File: config.mk
export PLATFORM = sky130hd
export DESIGN_NAME = univ_shift_reg_flat
export DESIGN_NICKNAME = d
export VERILOG_FILES = /design/src/rtl/univ_shift_reg_if.sv /design/src/rtl/univ_shift_reg.sv /design/src/flat_wrapper.sv
export SDC_FILE = /design/constraint.sdc
export NUM_CORES = 1
export LEC_CHECK = 0
export ABC_AREA = 1
export CORE_MARGIN = 3
export CORE_UTILIZATION = 50
export CTS_CLUSTER_DIAMETER = 200
export DETAILED_ROUTE_END_ITERATION = 7
export GPL_TIMING_DRIVEN = 0
export PLACE_DENSITY_LB_ADDON = 0.08
export RECOVER_POWER = 100
export SLEW_MARGIN = 10
export SYNTH_ARGS = -nofsm -noshare
export SYNTH_HDL_FRONTEND = slang
export SYNTH_SLANG_ARGS = --single-unit
File: constraint.sdc
create_clock -name clk -period 3.3 [get_ports clk]
set_input_delay 0.66 -clock clk [delete_from_list [all_inputs] [get_ports clk]]
set_output_delay 0.66 -clock clk [all_outputs]
set_load 0.1 [all_outputs]
File: src/rtl/univ_shift_reg_if.sv
// Signal bundle for univ_shift_reg: control/data inputs from the master,
// register contents, serial taps and burst handshake back from the slave.
interface univ_shift_reg_if #(
    parameter int WIDTH = 8,
    parameter int CNT_W = 4
);
    logic             load;
    logic             shift_en;
    logic             dir;
    logic             rotate;
    logic             s_in_r;
    logic             s_in_l;
    logic             start;
    logic [CNT_W-1:0] cnt;
    logic [WIDTH-1:0] p_in;
    logic [WIDTH-1:0] p_out;
    logic             s_out_r;
    logic             s_out_l;
    logic             busy;
    logic             done;

    modport master (
        output load, shift_en, dir, rotate, s_in_r, s_in_l, start, cnt, p_in,
        input  p_out, s_out_r, s_out_l, busy, done
    );

    modport slave (
        input  load, shift_en, dir, rotate, s_in_r, s_in_l, start, cnt, p_in,
        output p_out, s_out_r, s_out_l, busy, done
    );
endinterface

File: src/rtl/univ_shift_reg.sv
// Universal WIDTH-bit shift register: parallel load, single shifts/rotates,
// and an autonomous burst engine that performs cnt shifts from one start pulse.
module univ_shift_reg #(
    parameter int WIDTH = 8,
    parameter int CNT_W = 4
) (
    input  logic            clk,
    input  logic            rst,
    univ_shift_reg_if.slave bus
);
    typedef enum logic {IDLE, SHIFT} state_t;

    localparam logic [CNT_W-1:0] CNT_ONE = CNT_W'(1);

    state_t           state_q, state_d;
    logic [WIDTH-1:0] data_q,  data_d;
    logic [CNT_W-1:0] cnt_q,   cnt_d;
    logic             dir_q,   dir_d;
    logic             rot_q,   rot_d;
    logic             done_q,  done_d;

    // One shift step; serial inputs are always the live ones, even mid-burst.
    function automatic logic [WIDTH-1:0] shift_once(
        input logic [WIDTH-1:0] d,
        input logic             left,
        input logic             rot,
        input logic             sin_r,
        input logic             sin_l
    );
        if (left)
            return {d[WIDTH-2:0], rot ? d[WIDTH-1] : sin_l};
        else
            return {rot ? d[0] : sin_r, d[WIDTH-1:1]};
    endfunction

    always_comb begin
        // NOTE: every _d gets a default first so no path leaves it unassigned,
        // which would otherwise infer a latch.
        state_d = state_q;
        data_d  = data_q;
        cnt_d   = cnt_q;
        dir_d   = dir_q;
        rot_d   = rot_q;
        done_d  = 1'b0;

        if (bus.load) begin
            data_d  = bus.p_in;
            state_d = IDLE;
            cnt_d   = '0;
        end else if (state_q == SHIFT) begin
            data_d = shift_once(data_q, dir_q, rot_q, bus.s_in_r, bus.s_in_l);
            cnt_d  = cnt_q - CNT_ONE;
            if (cnt_q == CNT_ONE) begin
                state_d = IDLE;
                done_d  = 1'b1;
            end
        end else if (bus.start) begin
            // A zero-length burst completes immediately without ever going busy.
            if (bus.cnt == '0) begin
                done_d = 1'b1;
            end else begin
                state_d = SHIFT;
                cnt_d   = bus.cnt;
                dir_d   = bus.dir;
                rot_d   = bus.rotate;
            end
        end else if (bus.shift_en) begin
            data_d = shift_once(data_q, bus.dir, bus.rotate, bus.s_in_r, bus.s_in_l);
        end
    end

    always_ff @(posedge clk) begin
        // NOTE: registers use non-blocking assignments so every flop samples
        // the pre-edge values regardless of statement order.
        if (rst) begin
            state_q <= IDLE;
            data_q  <= '0;
            cnt_q   <= '0;
            dir_q   <= 1'b0;
            rot_q   <= 1'b0;
            done_q  <= 1'b0;
        end else begin
            state_q <= state_d;
            data_q  <= data_d;
            cnt_q   <= cnt_d;
            dir_q   <= dir_d;
            rot_q   <= rot_d;
            done_q  <= done_d;
        end
    end

    assign bus.p_out   = data_q;
    assign bus.s_out_r = data_q[0];
    assign bus.s_out_l = data_q[WIDTH-1];
    assign bus.busy    = (state_q == SHIFT);
    assign bus.done    = done_q;
endmodule

File: src/flat_wrapper.sv
// flat-port wrapper written by rule: the top's interface ports become plain ports
module univ_shift_reg_flat 
#(
    parameter int WIDTH = 8,
    parameter int CNT_W = 4
)
  (clk, rst, bus_load, bus_shift_en, bus_dir, bus_rotate, bus_s_in_r, bus_s_in_l, bus_start, bus_cnt, bus_p_in, bus_p_out, bus_s_out_r, bus_s_out_l, bus_busy, bus_done);
  univ_shift_reg_if #(.WIDTH(WIDTH), .CNT_W(CNT_W)) bus_i ();
  input  logic clk;
  input  logic rst;
  input wire logic [$bits(bus_i.load)-1:0] bus_load;
  input wire logic [$bits(bus_i.shift_en)-1:0] bus_shift_en;
  input wire logic [$bits(bus_i.dir)-1:0] bus_dir;
  input wire logic [$bits(bus_i.rotate)-1:0] bus_rotate;
  input wire logic [$bits(bus_i.s_in_r)-1:0] bus_s_in_r;
  input wire logic [$bits(bus_i.s_in_l)-1:0] bus_s_in_l;
  input wire logic [$bits(bus_i.start)-1:0] bus_start;
  input wire logic [$bits(bus_i.cnt)-1:0] bus_cnt;
  input wire logic [$bits(bus_i.p_in)-1:0] bus_p_in;
  output wire logic [$bits(bus_i.p_out)-1:0] bus_p_out;
  output wire logic [$bits(bus_i.s_out_r)-1:0] bus_s_out_r;
  output wire logic [$bits(bus_i.s_out_l)-1:0] bus_s_out_l;
  output wire logic [$bits(bus_i.busy)-1:0] bus_busy;
  output wire logic [$bits(bus_i.done)-1:0] bus_done;
  assign bus_i.load = bus_load;
  assign bus_i.shift_en = bus_shift_en;
  assign bus_i.dir = bus_dir;
  assign bus_i.rotate = bus_rotate;
  assign bus_i.s_in_r = bus_s_in_r;
  assign bus_i.s_in_l = bus_s_in_l;
  assign bus_i.start = bus_start;
  assign bus_i.cnt = bus_cnt;
  assign bus_i.p_in = bus_p_in;
  assign bus_p_out = bus_i.p_out;
  assign bus_s_out_r = bus_i.s_out_r;
  assign bus_s_out_l = bus_i.s_out_l;
  assign bus_busy = bus_i.busy;
  assign bus_done = bus_i.done;
  univ_shift_reg #(.WIDTH(WIDTH), .CNT_W(CNT_W)) u_core (.clk(clk), .rst(rst), .bus(bus_i));
endmodule
Word-level counts from Yosys, hierarchy flattened --
Cells that the tools add are included.
Word-level totals: register bits after elaboration 16, bits of input ports 21, output and inout bits 12, word-level logic and storage cells 41
Operators by class: add/sub/neg operators 1, equal/unequal tests 3, muxes and demuxes 21, bitwise gates (word level) 3, reductions and logical operators 7
Operators by type and width (count):
- $mux W8 | 6
- $mux W1 | 12
- $mux W4 | 3
- $eq A4 B1 Y1 const B | 1
- $logic_not A4 Y1 | 1
- $reduce_and A2 Y1 | 2
- $reduce_and A4 Y1 | 1
- $sub A4 B1 Y4 const B | 1
- $ne A3 B2 Y1 const B | 1
- $not A1 Y1 | 3
- $reduce_bool A3 Y1 | 1
- $ne A2 B1 Y1 const B | 1
- $reduce_bool A2 Y1 | 1
- $reduce_or A2 Y1 | 1

Logic depth before layout (Yosys ltp) --
depth after elaboration 6, gate-level depth with buffers 8, mapped depth without buffers 8

Least setup slack after synthesis --
No wires, ideal clock.
kind register to output, start point reg u_core.data_q[0] (netlist: u_core.bus.p_out[0]), end point out bus_p_out[0], arrival 1.438 ns, data required time 2.640 ns, setup slack 1.202 ns, cell stages (with the launch flop) 2, buffers on the path 1, path through dfxtp_1 > buf_4
RTL lines:
- start, declared | RTL line univ_shift_reg.sv:16 | logic [WIDTH-1:0] data_q, data_d;
- start signal, assigned | RTL line univ_shift_reg.sv:84 | data_q <= data_d;
- end, declared | RTL line flat_wrapper.sv:20 | output wire logic [$bits(bus_i.p_out)-1:0] bus_p_out;
No word-level cell between the ends.

Worst setup path after layout --
start point reg u_core.data_q[7] (netlist: u_core.bus.p_out[7]), end point out bus_p_out[7]
No word-level cell between the ends.

==> impl_metrics.prom <==
# TYPE chip_impl_metric gauge
chip_impl_metric{name="track_usage",unit="%"} 24.0
chip_impl_info{name="timing.critical_path.slowest_stage_cell",value="sky130_fd_sc_hd__dlygate4sd3_1"} 1
chip_impl_metric{name="finalWorstSetupSlack",unit="ns"} 0.542
chip_impl_metric{name="post_synth.cell_area_avg",unit="µm²"} 6.13
chip_impl_info{name="crit_path_end",value="bus_p_out[7]"} 1
chip_impl_metric{name="vdd_ir_drop_max",unit="V"} 0.000272
chip_impl_metric{name="finalWirelength",unit="µm"} 3030
chip_impl_metric{name="hold_buffer_count_at_cts",unit=""} 0
chip_impl_metric{name="crit_cells",unit=""} 2
chip_impl_metric{name="post_cts.repair.setup_buffers",unit=""} 0
chip_impl_info{name="grt_setup_unrepaired",value="no"} 1
chip_impl_metric{name="synth.net_count",unit=""} 206
chip_impl_metric{name="area_growth",unit="%"} 31.9
chip_impl_metric{name="actual_slew_at_the_worst_max_slew_pin",unit="ns"} 0.979
chip_impl_metric{name="dp_hpwl",unit="µm"} 2210
chip_impl_metric{name="final-max-slew-violation-count",unit=""} 0
chip_impl_metric{name="worst-r2r-setup-slack",unit="ns"} 1.90
chip_impl_metric{name="n_antenna_cell",unit=""} 0
chip_impl_metric{name="postSynthRegisterBits",unit=""} 16
chip_impl_metric{name="cts-resized-gates",unit=""} 0
chip_impl_metric{name="worstPathBufferInverterCount",unit=""} 2
chip_impl_metric{name="via_count",unit=""} 1285
chip_impl_metric{name="reg2regPathDepth",unit=""} 6
chip_impl_metric{name="timing.max_slew.rel_slack",unit="%"} 34.5
chip_impl_metric{name="pwr_density_cell",unit="nW/µm²"} 407
chip_impl_metric{name="min_period",unit="ns"} 2.76
chip_impl_metric{name="setup_viol_count_final",unit=""} 0
chip_impl_info{name="crit_path_start_kind",value="flop"} 1
chip_impl_info{name="crit_type",value="reg2out"} 1
chip_impl_metric{name="drt_first_iter_violations",unit=""} 66
chip_impl_metric{name="dr.pass1.iters",unit=""} 5
chip_impl_info{name="clock_tree.root_cell",value="sky130_fd_sc_hd__clkbuf_4"} 1
chip_impl_metric{name="crit_path_max_fanout",unit=""} 7
chip_impl_info{name="grt_busiest_layer",value="met2"} 1
chip_impl_metric{name="chipHeight",unit="µm"} 53.4
chip_impl_metric{name="syn-cell-area",unit="µm²"} 1120
chip_impl_info{name="worstPathCellList",value="buf_4 > dlygate4sd3_1"} 1
chip_impl_info{name="worst_r2r_endpoint",value="u_core.bus.p_out[2]$_SDFFE_PP0P_"} 1
chip_impl_metric{name="number_of_i_o_port_buffers",unit=""} 30
chip_impl_metric{name="cts_max_path_buffers",unit=""} 2
chip_impl_metric{name="instances_no_fill",unit=""} 244
chip_impl_metric{name="layout-drive-gt1-share",unit="%"} 7.37
chip_impl_info{name="hold_path_class",value="reg2reg"} 1
chip_impl_metric{name="cts_buffers",unit=""} 3
chip_impl_metric{name="finClkSkew",unit="ns"} 0.00478
chip_impl_metric{name="design.portCount",unit=""} 33
chip_impl_metric{name="tns",unit="ns"} 0
chip_impl_metric{name="die-width",unit="µm"} 53.4
chip_impl_metric{name="yosys_warnings",unit=""} 0
chip_impl_metric{name="design.final.nets",unit=""} 241
chip_impl_info{name="crit_path_end_kind",value="output pin"} 1
chip_impl_metric{name="timing.fmax",unit="GHz"} 0.363
chip_impl_info{name="cpLargestDelayFamily",value="buffers and inverters"} 1
chip_impl_metric{name="timing.critical_path.required",unit="ns"} 2.64
chip_impl_metric{name="core_area",unit="µm²"} 2040
chip_impl_metric{name="timing_hold_violations_final",unit=""} 0
chip_impl_metric{name="yosysSeqAreaShare",unit="%"} 28.6
chip_impl_metric{name="power.leakage",unit="µW"} 0.000691
chip_impl_metric{name="floorplan.initialDensity",unit="%"} 54.9
chip_impl_metric{name="place.gp.congestion",unit=""} 0.874
chip_impl_metric{name="vias_per_cell",unit=""} 5.27
chip_impl_metric{name="drt.antenna.violating_nets",unit=""} 0
chip_impl_metric{name="grt_remaining_overflow",unit=""} 0
chip_impl_metric{name="core.rowCount",unit=""} 16
chip_impl_metric{name="worst_skew_pair.late_latency",unit="ns"} 0.30
chip_impl_metric{name="cap_viol_max_count",unit=""} 0
chip_impl_metric{name="grt_max_degree",unit=""} 11
chip_impl_metric{name="remaining_drc_errors",unit=""} 0
chip_impl_metric{name="cts.clk_slew.worst_paths",unit="ns"} 0.10
chip_impl_metric{name="layout.core_utilization",unit="%"} 72.4
chip_impl_metric{name="synth.distinct_cells",unit=""} 21
chip_impl_metric{name="dp_worst_setup_slack",unit="ns"} 0.966
chip_impl_metric{name="gr-usage-met3",unit="%"} 3.38
chip_impl_metric{name="numClockSinks",unit=""} 16
chip_impl_metric{name="place.detailed.instances",unit=""} 240
chip_impl_metric{name="worst_ep_arrival_time",unit="ns"} 2.10
chip_impl_metric{name="fin_crit_sh",unit="%"} 83.6
chip_impl_info{name="cts_tree",value="built"} 1
chip_impl_metric{name="grt_pass1_vias",unit=""} 1203
chip_impl_metric{name="critPathMaxStageDelay",unit="ns"} 1.19
chip_impl_metric{name="use_met1",unit="%"} 31.8
chip_impl_metric{name="design.die.area",unit="µm²"} 2850
chip_impl_metric{name="post_synth_inst_count",unit=""} 183
chip_impl_metric{name="groute.layer.met2.usage",unit="%"} 36.7
chip_impl_info{name="status",value="finished clean"} 1
chip_impl_info{name="start_point_of_the_critical_path",value="u_core.bus.p_out[7]$_SDFFE_PP0P_"} 1
chip_impl_metric{name="ctsHtreeMaxLevel",unit=""} 1
chip_impl_metric{name="antenna_found_initial",unit=""} 0
chip_impl_metric{name="grt_first_pass_wirelength",unit="µm"} 5090
chip_impl_info{name="r2r_start",value="u_core.bus.busy$_SDFF_PP0_"} 1
chip_impl_metric{name="wire_per_inst",unit="µm"} 12.4
## cells in the final DEF (no fill, tap or decap), drive strengths merged, types with 2 or more instances in the layout
| cell type | synthesis | final |
|---|---|---|
| a21oi | 17 | 17 |
| buf | 8 | 7 |
| clkbuf | 0 | 5 |
| clkdlybuf4s50 | 0 | 16 |
| dfxtp | 16 | 16 |
| dlygate4sd3 | 0 | 14 |
| ha | 2 | 2 |
| inv | 20 | 20 |
| nand2 | 64 | 64 |
| nand3 | 25 | 25 |
| nand4 | 2 | 2 |
| nor2 | 13 | 13 |
| o211ai | 4 | 4 |
| o21ai | 10 | 10 |
## Yosys cell counts
library cell / n / share of area (%)
sky130_fd_sc_hd__nand4_2: 1 / 1.1
sky130_fd_sc_hd__ha_1: 2 / 2.2
sky130_fd_sc_hd__o21ai_1: 1 / 0.45
sky130_fd_sc_hd__buf_2: 2 / 0.89
sky130_fd_sc_hd__dfxtp_1: 16 / 29
sky130_fd_sc_hd__o211ai_1: 4 / 2.7
sky130_fd_sc_hd__nand2_2: 1 / 0.56
sky130_fd_sc_hd__or2_2: 1 / 0.56
sky130_fd_sc_hd__inv_1: 18 / 6.0
sky130_fd_sc_hd__nor2_8: 1 / 1.8
sky130_fd_sc_hd__a21oi_2: 1 / 0.78
sky130_fd_sc_hd__nand2_1: 63 / 21
sky130_fd_sc_hd__and3_1: 1 / 0.56
sky130_fd_sc_hd__inv_4: 2 / 1.1
sky130_fd_sc_hd__nor2_1: 12 / 4.0
sky130_fd_sc_hd__buf_6: 2 / 2.0
sky130_fd_sc_hd__a21oi_1: 16 / 7.1
sky130_fd_sc_hd__nand3_1: 25 / 11
sky130_fd_sc_hd__nand4_1: 1 / 0.56
sky130_fd_sc_hd__o21ai_0: 9 / 4.0
sky130_fd_sc_hd__buf_4: 4 / 2.7
## through the flow
| stage | hold WS [ns] | cell area (µm²) | power, µW |
|---|---|---|---|
| after floorplan | 0.437 | 1120 | 406 |
| after global placement | 0.449 | 1460 | 471 |
| after detailed placement | 0.470 | 1460 | 475 |
| after CTS | 0.485 | 1490 | 612 |
| after global routing | 0.515 | 1480 | 635 |
| final | 0.480 | 1480 | 601 |
## layout make-up
type	instances	area, µm²
Buffer	8	58.8
Clock buffer	4	36.3
Fill cell	186	563
Inverter	20	80.1
Multi-Input combinational cell	139	649
Sequential cell	16	320
Tap cell	27	33.8
Timing Repair Buffer	30	300
## tightest hold or removal path, cell delays in order, from the launching register on
cell	delay, ns
sky130_fd_sc_hd__dfxtp_1	0.33
sky130_fd_sc_hd__nand2_1	0.06
sky130_fd_sc_hd__a21oi_1	0.05
## logic make-up after synthesis
kind of cell	Yosys count	synth area share [%]
simple gates	106	41.4
compound gates	31	15.1
buf+inv	28	12.7
flops	16	28.6
fa+ha+maj	2	2.23
## registers in the layout, summed over array words and instances, names as in the netlist
register,cells
u_core.bus.busy,1
u_core.cnt_q,4
u_core.rot_q,1
u_core.dir_q,1
u_core.bus.p_out,8
u_core.bus.done,1
## how the worst min path moves through the flow
stage	startpoint	depth (start not counted)	endpoint
6_report	u_core.cnt_q[1]$_SDFFE_PP0P_	2	u_core.cnt_q[1]$_SDFFE_PP0P_
5_1_grt	u_core.cnt_q[0]$_SDFFE_PP0P_	2	u_core.cnt_q[0]$_SDFFE_PP0P_
4_1_cts	u_core.cnt_q[1]$_SDFFE_PP0P_	2	u_core.cnt_q[1]$_SDFFE_PP0P_
3_5_place_dp	u_core.cnt_q[1]$_SDFFE_PP0P_	2	u_core.cnt_q[1]$_SDFFE_PP0P_
3_3_place_gp	u_core.cnt_q[1]$_SDFFE_PP0P_	2	u_core.cnt_q[1]$_SDFFE_PP0P_
2_1_floorplan	u_core.cnt_q[1]$_SDFFE_PP0P_	2	u_core.cnt_q[1]$_SDFFE_PP0P_
## layer usage
metal / share of wire [%] / wire, µm
met5: 0 / 0
met4: 1.2 / 35
met3: 10 / 303
met2: 43 / 1310
met1: 46 / 1380
## where the power goes
part / total [µW] / leakage (µW) / internal, µW / switching [µW]
combinational: 241 / 0.000538 / 73.7 / 168
sequential: 224 / 0.000132 / 208 / 16.6
clock: 135 / 0.0000210 / 67.3 / 68.2
No activity file was read; power rests on OpenSTA's default activity.
